File: config.mk
export PLATFORM = sky130hd
export DESIGN_NAME = cam_op_arbiter
export DESIGN_NICKNAME = d
export VERILOG_FILES = /design/src/rtl/cam_op_arbiter.sv
export SDC_FILE = /design/constraint.sdc
export NUM_CORES = 1
export LEC_CHECK = 0
export CELL_PAD_IN_SITES_DETAIL_PLACEMENT = 2
export CELL_PAD_IN_SITES_GLOBAL_PLACEMENT = 2
export CORE_MARGIN = 5
export CORE_UTILIZATION = 36
export DETAILED_ROUTE_END_ITERATION = 12
export DONT_BUFFER_PORTS = 1
export GPL_TIMING_DRIVEN = 0
export PLACE_DENSITY_LB_ADDON = 0.1
export SYNTH_ARGS = -nofsm -noshare
export SYNTH_HDL_FRONTEND = slang
export SYNTH_SLANG_ARGS = --single-unit
File: constraint.sdc
create_clock -name i_clk -period 2 [get_ports i_clk]
set_input_delay 0.3 -clock i_clk [delete_from_list [all_inputs] [get_ports i_clk]]
set_output_delay 0.3 -clock i_clk [all_outputs]
set_load 0.03 [all_outputs]
File: src/rtl/cam_op_arbiter.sv
`default_nettype none
// ============================================================================
// Module   : cam_op_arbiter
// Purpose  : Shares the single CAM/TCAM table-update port between three
//            byte-serial requesters (config, change, delete). Grants one
//            source at a time round-robin, forwards its key beats to the table
//            with an opcode, then holds the port until the table acknowledges
//            or a timeout fires.
// Ports    : i_clk / i_rst      clock, synchronous active-high reset
//            i_req / o_gnt      per-source level request, one-hot grant
//            i_data*            per-source beat data / index / valid
//            o_cam_*            forwarded beat (1-cycle latency) + opcode
//            i_cam_done         table completion pulse
//            o_done / o_err     completion pulse to owner, error qualifier
//            i_err_cnt_clr      clears o_err_cnt
//            o_err_cnt          saturating errored-op counter
//            o_busy             high whenever not IDLE
// Revision : 1.0 - initial release
// ============================================================================
module cam_op_arbiter #(
    parameter int LOOK_UP_DATA_WIDTH  = 280,
    parameter int PORT_MNG_DATA_WIDTH = 8,
    parameter int CNT_W               = 6,
    parameter int TIMEOUT_CYC         = 1024
) (
    input  logic                             i_clk,
    input  logic                             i_rst,
    input  logic [2:0]                       i_req,
    output logic [2:0]                       o_gnt,
    input  logic [3*PORT_MNG_DATA_WIDTH-1:0] i_data,
    input  logic [3*CNT_W-1:0]               i_data_cnt,
    input  logic [2:0]                       i_data_vld,
    output logic [PORT_MNG_DATA_WIDTH-1:0]   o_cam_data,
    output logic [CNT_W-1:0]                 o_cam_data_cnt,
    output logic                             o_cam_data_vld,
    output logic [1:0]                       o_cam_op,
    input  logic                             i_cam_done,
    output logic [2:0]                       o_done,
    output logic                             o_err,
    input  logic                             i_err_cnt_clr,
    output logic [15:0]                      o_err_cnt,
    output logic                             o_busy
);

    localparam int                 c_BEATS     = LOOK_UP_DATA_WIDTH / PORT_MNG_DATA_WIDTH;
    localparam int                 c_TMR_W     = $clog2(TIMEOUT_CYC) + 1;
    localparam logic [CNT_W-1:0]   c_LAST_BEAT = CNT_W'(c_BEATS - 1);
    localparam logic [c_TMR_W-1:0] c_TMO_LAST  = c_TMR_W'(TIMEOUT_CYC - 1);

    typedef enum logic [1:0] {
        S_IDLE     = 2'd0,
        S_STREAM   = 2'd1,
        S_WAIT_ACK = 2'd2,
        S_DONE     = 2'd3
    } state_t;

    state_t                         r_state;
    state_t                         w_state_nxt;

    logic [1:0]                     r_ptr;
    logic [1:0]                     r_gnt_idx;
    logic [2:0]                     r_gnt;
    logic [CNT_W-1:0]               r_beat_cnt;
    logic                           r_op_err;
    logic [c_TMR_W-1:0]             r_timer;
    logic [PORT_MNG_DATA_WIDTH-1:0] r_cam_data;
    logic [CNT_W-1:0]               r_cam_cnt;
    logic                           r_cam_vld;
    logic [1:0]                     r_cam_op;
    logic [2:0]                     r_done;
    logic                           r_err;
    logic [15:0]                    r_err_cnt;

    logic [1:0]                     w_win_idx;
    logic [1:0]                     w_ptr_nxt;
    logic [PORT_MNG_DATA_WIDTH-1:0] w_sel_data;
    logic [CNT_W-1:0]               w_sel_cnt;
    logic                           w_sel_vld;
    logic                           w_beat;
    logic                           w_last;
    logic                           w_tmo_hit;
    logic                           w_to_done;

    // Round-robin pick: first requester at or after the pointer, mod 3.
    always_comb begin
        w_win_idx = 2'd0;
        case (r_ptr)
            2'd1: begin
                if      (i_req[1]) w_win_idx = 2'd1;
                else if (i_req[2]) w_win_idx = 2'd2;
                else               w_win_idx = 2'd0;
            end
            2'd2: begin
                if      (i_req[2]) w_win_idx = 2'd2;
                else if (i_req[0]) w_win_idx = 2'd0;
                else               w_win_idx = 2'd1;
            end
            default: begin
                if      (i_req[0]) w_win_idx = 2'd0;
                else if (i_req[1]) w_win_idx = 2'd1;
                else               w_win_idx = 2'd2;
            end
        endcase
        w_ptr_nxt = (w_win_idx == 2'd2) ? 2'd0 : (w_win_idx + 2'd1);
    end

    // Only the granted source's beat lane is observed.
    always_comb begin
        w_sel_data = '0;
        w_sel_cnt  = '0;
        w_sel_vld  = 1'b0;
        for (int k = 0; k < 3; k++) begin
            if (r_gnt_idx == 2'(k)) begin
                w_sel_data = i_data[k*PORT_MNG_DATA_WIDTH +: PORT_MNG_DATA_WIDTH];
                w_sel_cnt  = i_data_cnt[k*CNT_W +: CNT_W];
                w_sel_vld  = i_data_vld[k];
            end
        end
    end

    assign w_beat    = (r_state == S_STREAM) && w_sel_vld;
    assign w_last    = w_beat && (r_beat_cnt == c_LAST_BEAT);
    assign w_tmo_hit = (r_timer == c_TMO_LAST);
    assign w_to_done = (r_state == S_WAIT_ACK) && (i_cam_done || w_tmo_hit);

    always_comb begin
        w_state_nxt = r_state;
        case (r_state)
            S_IDLE:     if (|i_req)    w_state_nxt = S_STREAM;
            S_STREAM:   if (w_last)    w_state_nxt = S_WAIT_ACK;
            S_WAIT_ACK: if (w_to_done) w_state_nxt = S_DONE;
            S_DONE:                    w_state_nxt = S_IDLE;
            default:                   w_state_nxt = S_IDLE;
        endcase
    end

    always_ff @(posedge i_clk) begin
        if (i_rst) r_state <= S_IDLE;
        else       r_state <= w_state_nxt;
    end

    always_ff @(posedge i_clk) begin
        if (i_rst) begin
            r_ptr      <= '0;
            r_gnt_idx  <= '0;
            r_gnt      <= '0;
            r_beat_cnt <= '0;
            r_op_err   <= 1'b0;
            r_timer    <= '0;
            r_cam_data <= '0;
            r_cam_cnt  <= '0;
            r_cam_vld  <= 1'b0;
            r_cam_op   <= '0;
            r_done     <= '0;
            r_err      <= 1'b0;
            r_err_cnt  <= '0;
        end else begin
            // Forward every accepted beat one cycle later, tagged with the grant.
            r_cam_vld <= w_beat;
            if (w_beat) begin
                r_cam_data <= w_sel_data;
                r_cam_cnt  <= w_sel_cnt;
                r_cam_op   <= r_gnt_idx;
            end

            // Completion pulse is registered on entry to DONE so it lines up
            // with the DONE cycle. Ack takes priority over the timeout.
            r_done <= '0;
            r_err  <= 1'b0;
            if (w_to_done) begin
                r_done <= 3'b001 << r_gnt_idx;
                r_err  <= i_cam_done ? r_op_err : 1'b1;
            end

            case (r_state)
                S_IDLE: begin
                    if (|i_req) begin
                        r_gnt      <= 3'b001 << w_win_idx;
                        r_gnt_idx  <= w_win_idx;
                        r_ptr      <= w_ptr_nxt;
                        r_beat_cnt <= '0;
                    end
                end
                S_STREAM: begin
                    if (w_beat) begin
                        r_beat_cnt <= r_beat_cnt + CNT_W'(1);
                        // Index mismatch is sticky; the beat is still forwarded.
                        if (w_sel_cnt != r_beat_cnt) r_op_err <= 1'b1;
                    end
                    if (w_last) begin
                        r_gnt   <= '0;
                        r_timer <= '0;
                    end
                end
                S_WAIT_ACK: begin
                    r_timer <= r_timer + c_TMR_W'(1);
                end
                S_DONE: begin
                    r_op_err <= 1'b0;
                end
                default: ;
            endcase

            // Clear takes priority over a same-cycle increment.
            if (i_err_cnt_clr)
                r_err_cnt <= '0;
            else if ((r_state == S_DONE) && r_err && (r_err_cnt != 16'hFFFF))
                r_err_cnt <= r_err_cnt + 16'd1;
        end
    end

    assign o_gnt          = r_gnt;
    assign o_cam_data     = r_cam_data;
    assign o_cam_data_cnt = r_cam_cnt;
    assign o_cam_data_vld = r_cam_vld;
    assign o_cam_op       = r_cam_op;
    assign o_done         = r_done;
    assign o_err          = r_err;
    assign o_err_cnt      = r_err_cnt;
    assign o_busy         = (r_state != S_IDLE);

endmodule
`default_nettype wire

==> Yosys cells after proc, flatten, opt, wreduce, memory -nomap -nowiden <==
Cells that the tools add are included.
{ "totals": {"regBits": 64, "in_bits": 52, "out_inout_bits": 41, "wordCells": 92} }
{ "classes": {"add_sub_neg": 4, "n_eq_ne": 17, "shifts": 2, "n_mux": 33, "bitwise": 1, "n_reduce_logical": 21} }
{ "ops": {"columns": ["cell", "count"], "rows": [
  ["$mux W6", 5],
  ["$mux W8", 3],
  ["$pmux W11 S2", 1],
  ["$mux W2", 9],
  ["$add A16 B1 Y16 const B", 1],
  ["$ne A16 B16 Y1 const B", 1],
  ["$pmux W6 S2", 1],
  ["$reduce_and A3 Y1", 4],
  ["$add A11 B1 Y11 const B", 1],
  ["$eq A11 B10 Y1 const B", 1],
  ["$mux W11", 1],
  ["$eq A2 B2 Y1 const B", 5],
  ["$ne A2 B2 Y1 const B", 4],
  ["$pmux W2 S4", 1],
  ["$reduce_bool A2 Y1", 4],
  ["$mux W1", 7],
  ["$add A6 B1 Y6 const B", 1],
  ["$eq A2 B1 Y1 const B", 3],
  ["$eq A6 B6 Y1 const B", 1],
  ["$mux W3", 2],
  ["$ne A6 B6 Y1", 1],
  ["$pmux W3 S2", 1],
  ["$shl A1 B2 Y3 const A", 2],
  ["$logic_and A1 B1 Y1", 5],
  ["other kinds (10)", 13]
]} }

==> Logic depth before layout (Yosys ltp) <==
{ "depth": {"word_depth": 8, "mapped_depth": 9, "ltp_nobuf": 8} }

==> Worst setup path before layout <==
No wires, ideal clock.
{ "synth_timing": {"path_type": "register -> register", "startpoint": "register r_gnt_idx[0]", "endpoint": "register r_op_err", "setup_ps": 67, "t_arrival_ps": 1817, "t_required_ps": 1933, "setup_slack_ps": 116, "stages_incl_launch_ff": 8, "path_buffers": 1, "period_less_slack_ps": 1884, "cell_sequence": "dfxtp_1 buf_6 mux2_2 nor3_1 o22ai_1 o41ai_2 mux2_4 a21oi_2"} }
{ "synth_via": {"elab_chain_cells": 7, "elab_cells_between_ends": 14, "classes_between": "5 x eq/ne; 6 x mux; 3 x reduce/logical"} }
{ "synth_rtl": {"columns": ["item", "line", "text"], "rows": [
  ["start: declaration", "61", "logic [1:0] r_gnt_idx;"],
  ["start signal: assignment", "179", "r_gnt_idx <= w_win_idx;"],
  ["$logic_not A2 Y1", "113", "if (r_gnt_idx == 2'(k)) begin"],
  ["$mux W6 or $mux W1 (tied branches) (3 in series)", "113", null],
  ["$ne A6 B6 Y1 or $logic_and A1 B1 Y1 (tied branches)", "188, 121", null],
  ["$ne A2 B1 Y1 (no line) or $ne A2 B2 Y1 (tied branches)", null, null],
  ["$reduce_and A3 Y1 (no line) *", null, null],
  ["end signal: assignment", "148", "r_op_err <= 1'b0;"],
  ["end signal: assignment", "188", "if (w_sel_cnt != r_beat_cnt) r_op_err <= 1'b1;"],
  ["end signal: assignment", "199", "r_op_err <= 1'b0;"],
  ["end: declaration", "64", "logic r_op_err;"]
]} }
Every way passes the cells marked *; elsewhere a longest branch is shown, timed or not.
A chain may end at the register's enable or synchronous reset.

==> Worst setup path in the final report <==
Ends and elaborated chain as after synthesis.

==> flow_results.xml <==
<?xml version="1.0" encoding="UTF-8"?>
<metrics>
  <group name="outcome">
    <metric name="status" unit="">finished clean</metric>
  </group>
  <group name="clock_tree">
    <metric name="tritoncts" unit="">built</metric>
    <metric name="clock_sinks" unit="">64</metric>
    <metric name="htree_num_levels" unit="">3</metric>
    <metric name="numCtsBuffers" unit="">9</metric>
    <metric name="clock_path_buffers" unit="">2</metric>
    <metric name="clock_insertion_delay_worst_skew" unit="ns">0.34</metric>
    <metric name="clock-root-buffer" unit="">clkbuf_8</metric>
    <metric name="hold_buffers" unit="">0</metric>
    <metric name="cts.reportedPaths.clkPinSlew" unit="ns">0.08</metric>
  </group>
  <group name="sta">
    <metric name="hold-worst-slack" unit="ns">0.0735</metric>
    <metric name="slew-limit-headroom" unit="%">58.1</metric>
    <metric name="timing.final.max_slew_violations" unit="">0</metric>
    <metric name="skew" unit="ns">0.0100</metric>
    <metric name="layout_min_cycle_time" unit="ns">1.98</metric>
    <metric name="final-setup-viol-count" unit="">0</metric>
    <metric name="rsz0062_at_grt" unit="">true</metric>
    <metric name="timing_hold_violations_final" unit="">0</metric>
    <metric name="final_worst_path_period_share" unit="%">99.2</metric>
    <metric name="max_slew.worst_pin.slew" unit="ns">0.629</metric>
    <metric name="max_clock_freq" unit="GHz">0.504</metric>
    <metric name="finalWorstSetupSlack" unit="ns">0.0157</metric>
  </group>
  <group name="global_route">
    <metric name="grt_pass1_vias" unit="">3126</metric>
    <metric name="grt_pass1_wl" unit="µm">16200</metric>
    <metric name="grt_start_max_net_pins" unit="">12</metric>
    <metric name="overflow" unit="">0</metric>
    <metric name="antenna_found_initial" unit="">1</metric>
    <metric name="grt_usage" unit="%">17.8</metric>
  </group>
  <group name="floorplanning">
    <metric name="initial_core_util" unit="%">36.8</metric>
    <metric name="die_y" unit="µm">107</metric>
    <metric name="die-width" unit="µm">107</metric>
    <metric name="design.portCount" unit="">93</metric>
    <metric name="die_area" unit="µm²">11500</metric>
    <metric name="core.rowCount" unit="">35</metric>
    <metric name="design.core.area" unit="µm²">9200</metric>
  </group>
  <group name="setup_path">
    <metric name="cp_common_cell" unit="">mux2_4</metric>
    <metric name="cp_num_cells" unit="">7</metric>
    <metric name="critPathLaunchType" unit="">register</metric>
    <metric name="cp.buffers_inverters" unit="">1</metric>
    <metric name="reg2reg_setup_slack" unit="ns">0.02</metric>
    <metric name="critical_path.max_stage_delay" unit="ns">0.40</metric>
    <metric name="setup.worst_path.end_class" unit="">register</metric>
    <metric name="critical_path_class" unit="">register to register</metric>
    <metric name="critical_path.slowest_cell" unit="">o41ai_2</metric>
    <metric name="crit_path_cells" unit="">buf_8 -&gt; mux2_4 -&gt; nor3_2 -&gt; o22ai_2 -&gt; o41ai_2 -&gt; mux2_4 -&gt; a21oi_2</metric>
    <metric name="arrival" unit="ns">2.25</metric>
    <metric name="r2r_cells" unit="">7</metric>
    <metric name="timing.critical_path.required" unit="ns">2.27</metric>
    <metric name="critical_path.top_delay_family" unit="">multiplexers</metric>
    <metric name="timing.critical_path.fanout_max" unit="">8</metric>
  </group>
  <group name="synth">
    <metric name="synthesized_netlist_cell_count" unit="">397</metric>
    <metric name="postSynthNetCount" unit="">460</metric>
    <metric name="largest_area_contributor_in_the_netlist" unit="">dfxtp_1</metric>
    <metric name="share_of_the_yosys_chip_area_belonging_to_registers" unit="%">37.8</metric>
    <metric name="syn_area" unit="µm²">3390</metric>
    <metric name="ys_seq_elements" unit="">64</metric>
    <metric name="async_flop_share" unit="%">0</metric>
    <metric name="synth_compound_area_share" unit="%">12.9</metric>
    <metric name="synth.mux.area_fraction" unit="%">6.43</metric>
    <metric name="ys_warn_count" unit="">0</metric>
    <metric name="synth-simple-area-share" unit="%">27.4</metric>
    <metric name="yosys.area_share.adder" unit="%">4.06</metric>
    <metric name="synth_most_common_cell" unit="">nor2_1</metric>
    <metric name="synth_edf_count" unit="">0</metric>
    <metric name="synthTopCellsByArea" unit="">dfxtp_1 38%, nor2_1 7.5%, mux2i_1 4.4%</metric>
    <metric name="post_synth_most_frequent_cells" unit="">68 x nor2_1, 64 x dfxtp_1, 26 x nand2_1, 22 x nor3_1, 17 x clkbuf_1</metric>
    <metric name="synth_top_area_share" unit="%">37.8</metric>
    <metric name="synthDistinctLibCells" unit="">56</metric>
    <metric name="syn-mean-instance-area" unit="µm²">8.53</metric>
    <metric name="xor_xnor_share_of_the_synthesized_area" unit="%">7.50</metric>
    <metric name="synth_top_flop_cell" unit="">dfxtp_1</metric>
    <metric name="synth_top_family_by_area" unit="">simple AND/OR/NAND/NOR gates</metric>
  </group>
  <group name="routing">
    <metric name="remaining_drc_errors" unit="">0</metric>
    <metric name="initialDrtViolationCount" unit="">56</metric>
    <metric name="ant_nets" unit="">0</metric>
    <metric name="vias" unit="">2919</metric>
    <metric name="number_of_vias_per_cell_after_detailed_routing" unit="">5.55</metric>
    <metric name="routed_wirelength" unit="µm">10200</metric>
    <metric name="wl_per_cell" unit="µm">19.4</metric>
    <metric name="dr.pass1.iters" unit="">4</metric>
  </group>
  <group name="placement">
    <metric name="buffer_ports.inserted" unit="">0</metric>
    <metric name="dp_worst_setup_slack" unit="ns">-0.182</metric>
    <metric name="place.gp.congestion" unit="">0.751</metric>
    <metric name="place.detailed.hpwl" unit="µm">7490</metric>
  </group>
  <group name="run">
    <metric name="maxCapViolCount" unit="">0</metric>
  </group>
  <group name="finish">
    <metric name="syn_to_final_growth" unit="%">18.8</metric>
    <metric name="fraction_of_final_layout_cells_with_drive_strength_greater_than_1" unit="%">21.7</metric>
    <metric name="layout.nets" unit="">472</metric>
  </group>
  <group name="power">
    <metric name="power.density" unit="nW/µm²">1280</metric>
    <metric name="power.ir.vdd_worst" unit="mV">0.393</metric>
    <metric name="leakagePower" unit="nW">1.44</metric>
  </group>
  <group name="worst_hold_path">
    <metric name="min_delay_path_depth" unit="">1</metric>
    <metric name="hp-class" unit="">input port to register</metric>
  </group>
</metrics>
## per-layer routing
layer,GRT usage [%],part of all wire (%),routed length [µm],vias up
met5,0,0,0,-
met4,4.11,0.76,77,0
met3,5.60,5.4,545,7
met2,32.4,53,5360,57
met1,20.2,41,4200,1438
li1,-,-,-,1417
## logic make-up (layout without fill, tap and decap cells)
family / count (synthesis) / in the layout
simple gates: 184 / 184
flops: 64 / 64
compound gates: 57 / 57
buf+inv: 32 / 49
xor+xnor: 29 / 29
mux: 20 / 20
fa+ha+maj: 11 / 11
other cells: 0 / 1
## flip-flops by register name, indices dropped and copies added, names as in the netlist
name,count
o_err,1
o_gnt,3
o_cam_data,8
o_cam_op,2
r_gnt_idx,2
r_state,2
o_cam_data_cnt,6
r_beat_cnt,6
r_timer,11
o_err_cnt,16
o_cam_data_vld,1
r_ptr,2
r_op_err,1
o_done,3
## power breakdown
part	switching (mW)	internal, mW	leakage (nW)	total, mW
clock	0.524	0.608	0.0993	1.13
sequential	0.385	1.47	0.528	1.86
combinational	1.29	0.885	0.811	2.17
total	2.20	2.97	1.44	5.16
## metrics by stage
step	utilization (%)	total power, mW	cell area [µm²]	instances	setup TNS (ns)
6_report	43.8	5.16	4020	526	0
5_1_grt	43.8	5.53	4020	526	-0.261
3_5_place_dp	38.4	3.71	3530	508	-4.35
2_1_floorplan	-	3.23	3390	397	0
4_1_cts	41.7	5.03	3840	524	-0.0219
3_3_place_gp	38.4	3.62	3530	508	-1.59
## path summary, 6_finish.rpt
check | from | endpoint
worst max-delay path | r_gnt_idx[0] | r_op_err
worst max register to register | r_gnt_idx[0] | r_op_err
worst min-delay path | i_cam_done | o_err
worst min register to register | r_ptr[1] | r_ptr[1]
## final cells by class
cell class                      instances  area, µm²
Sequential cell                        64       1310
Fill cell                            1034       5170
Buffer                                 20        121
Clock inverter                          5       56.3
Tap cell                              111        139
Inverter                                9       40.0
Timing Repair Buffer                    4       33.8
Clock buffer                           11        141
Antenna cell                            1       2.50
Multi-Input combinational cell        301       2180
## cells in the final DEF (no fill, tap or decap), types with 7 or more instances in the layout
master    netlist  final
nand4_1         8      8
inv_1           9      7
clkbuf_8        0     10
a211oi_1       14     14
dfxtp_1        64     48
nor2b_1         9      9
nand3_1        10     10
clkbuf_1       17     10
nand2_1        26     25
dfxtp_2         0     13
nor2_1         68     67
nand2b_1        9      9
mux2i_1        15     13
xor2_1         16     16
xnor2_1        13     13
a21oi_1        10      8
nor3_1         22     16
## timing repair
| item | CTS | global route |
|---|---|---|
| setup endpoints to repair | 38 | 35 |
| setup buffers | 2 | 2 |
| pin swaps | 3 | 10 |
| gates resized for setup | 31 | 51 |
(Power assumes the default switching activity.)
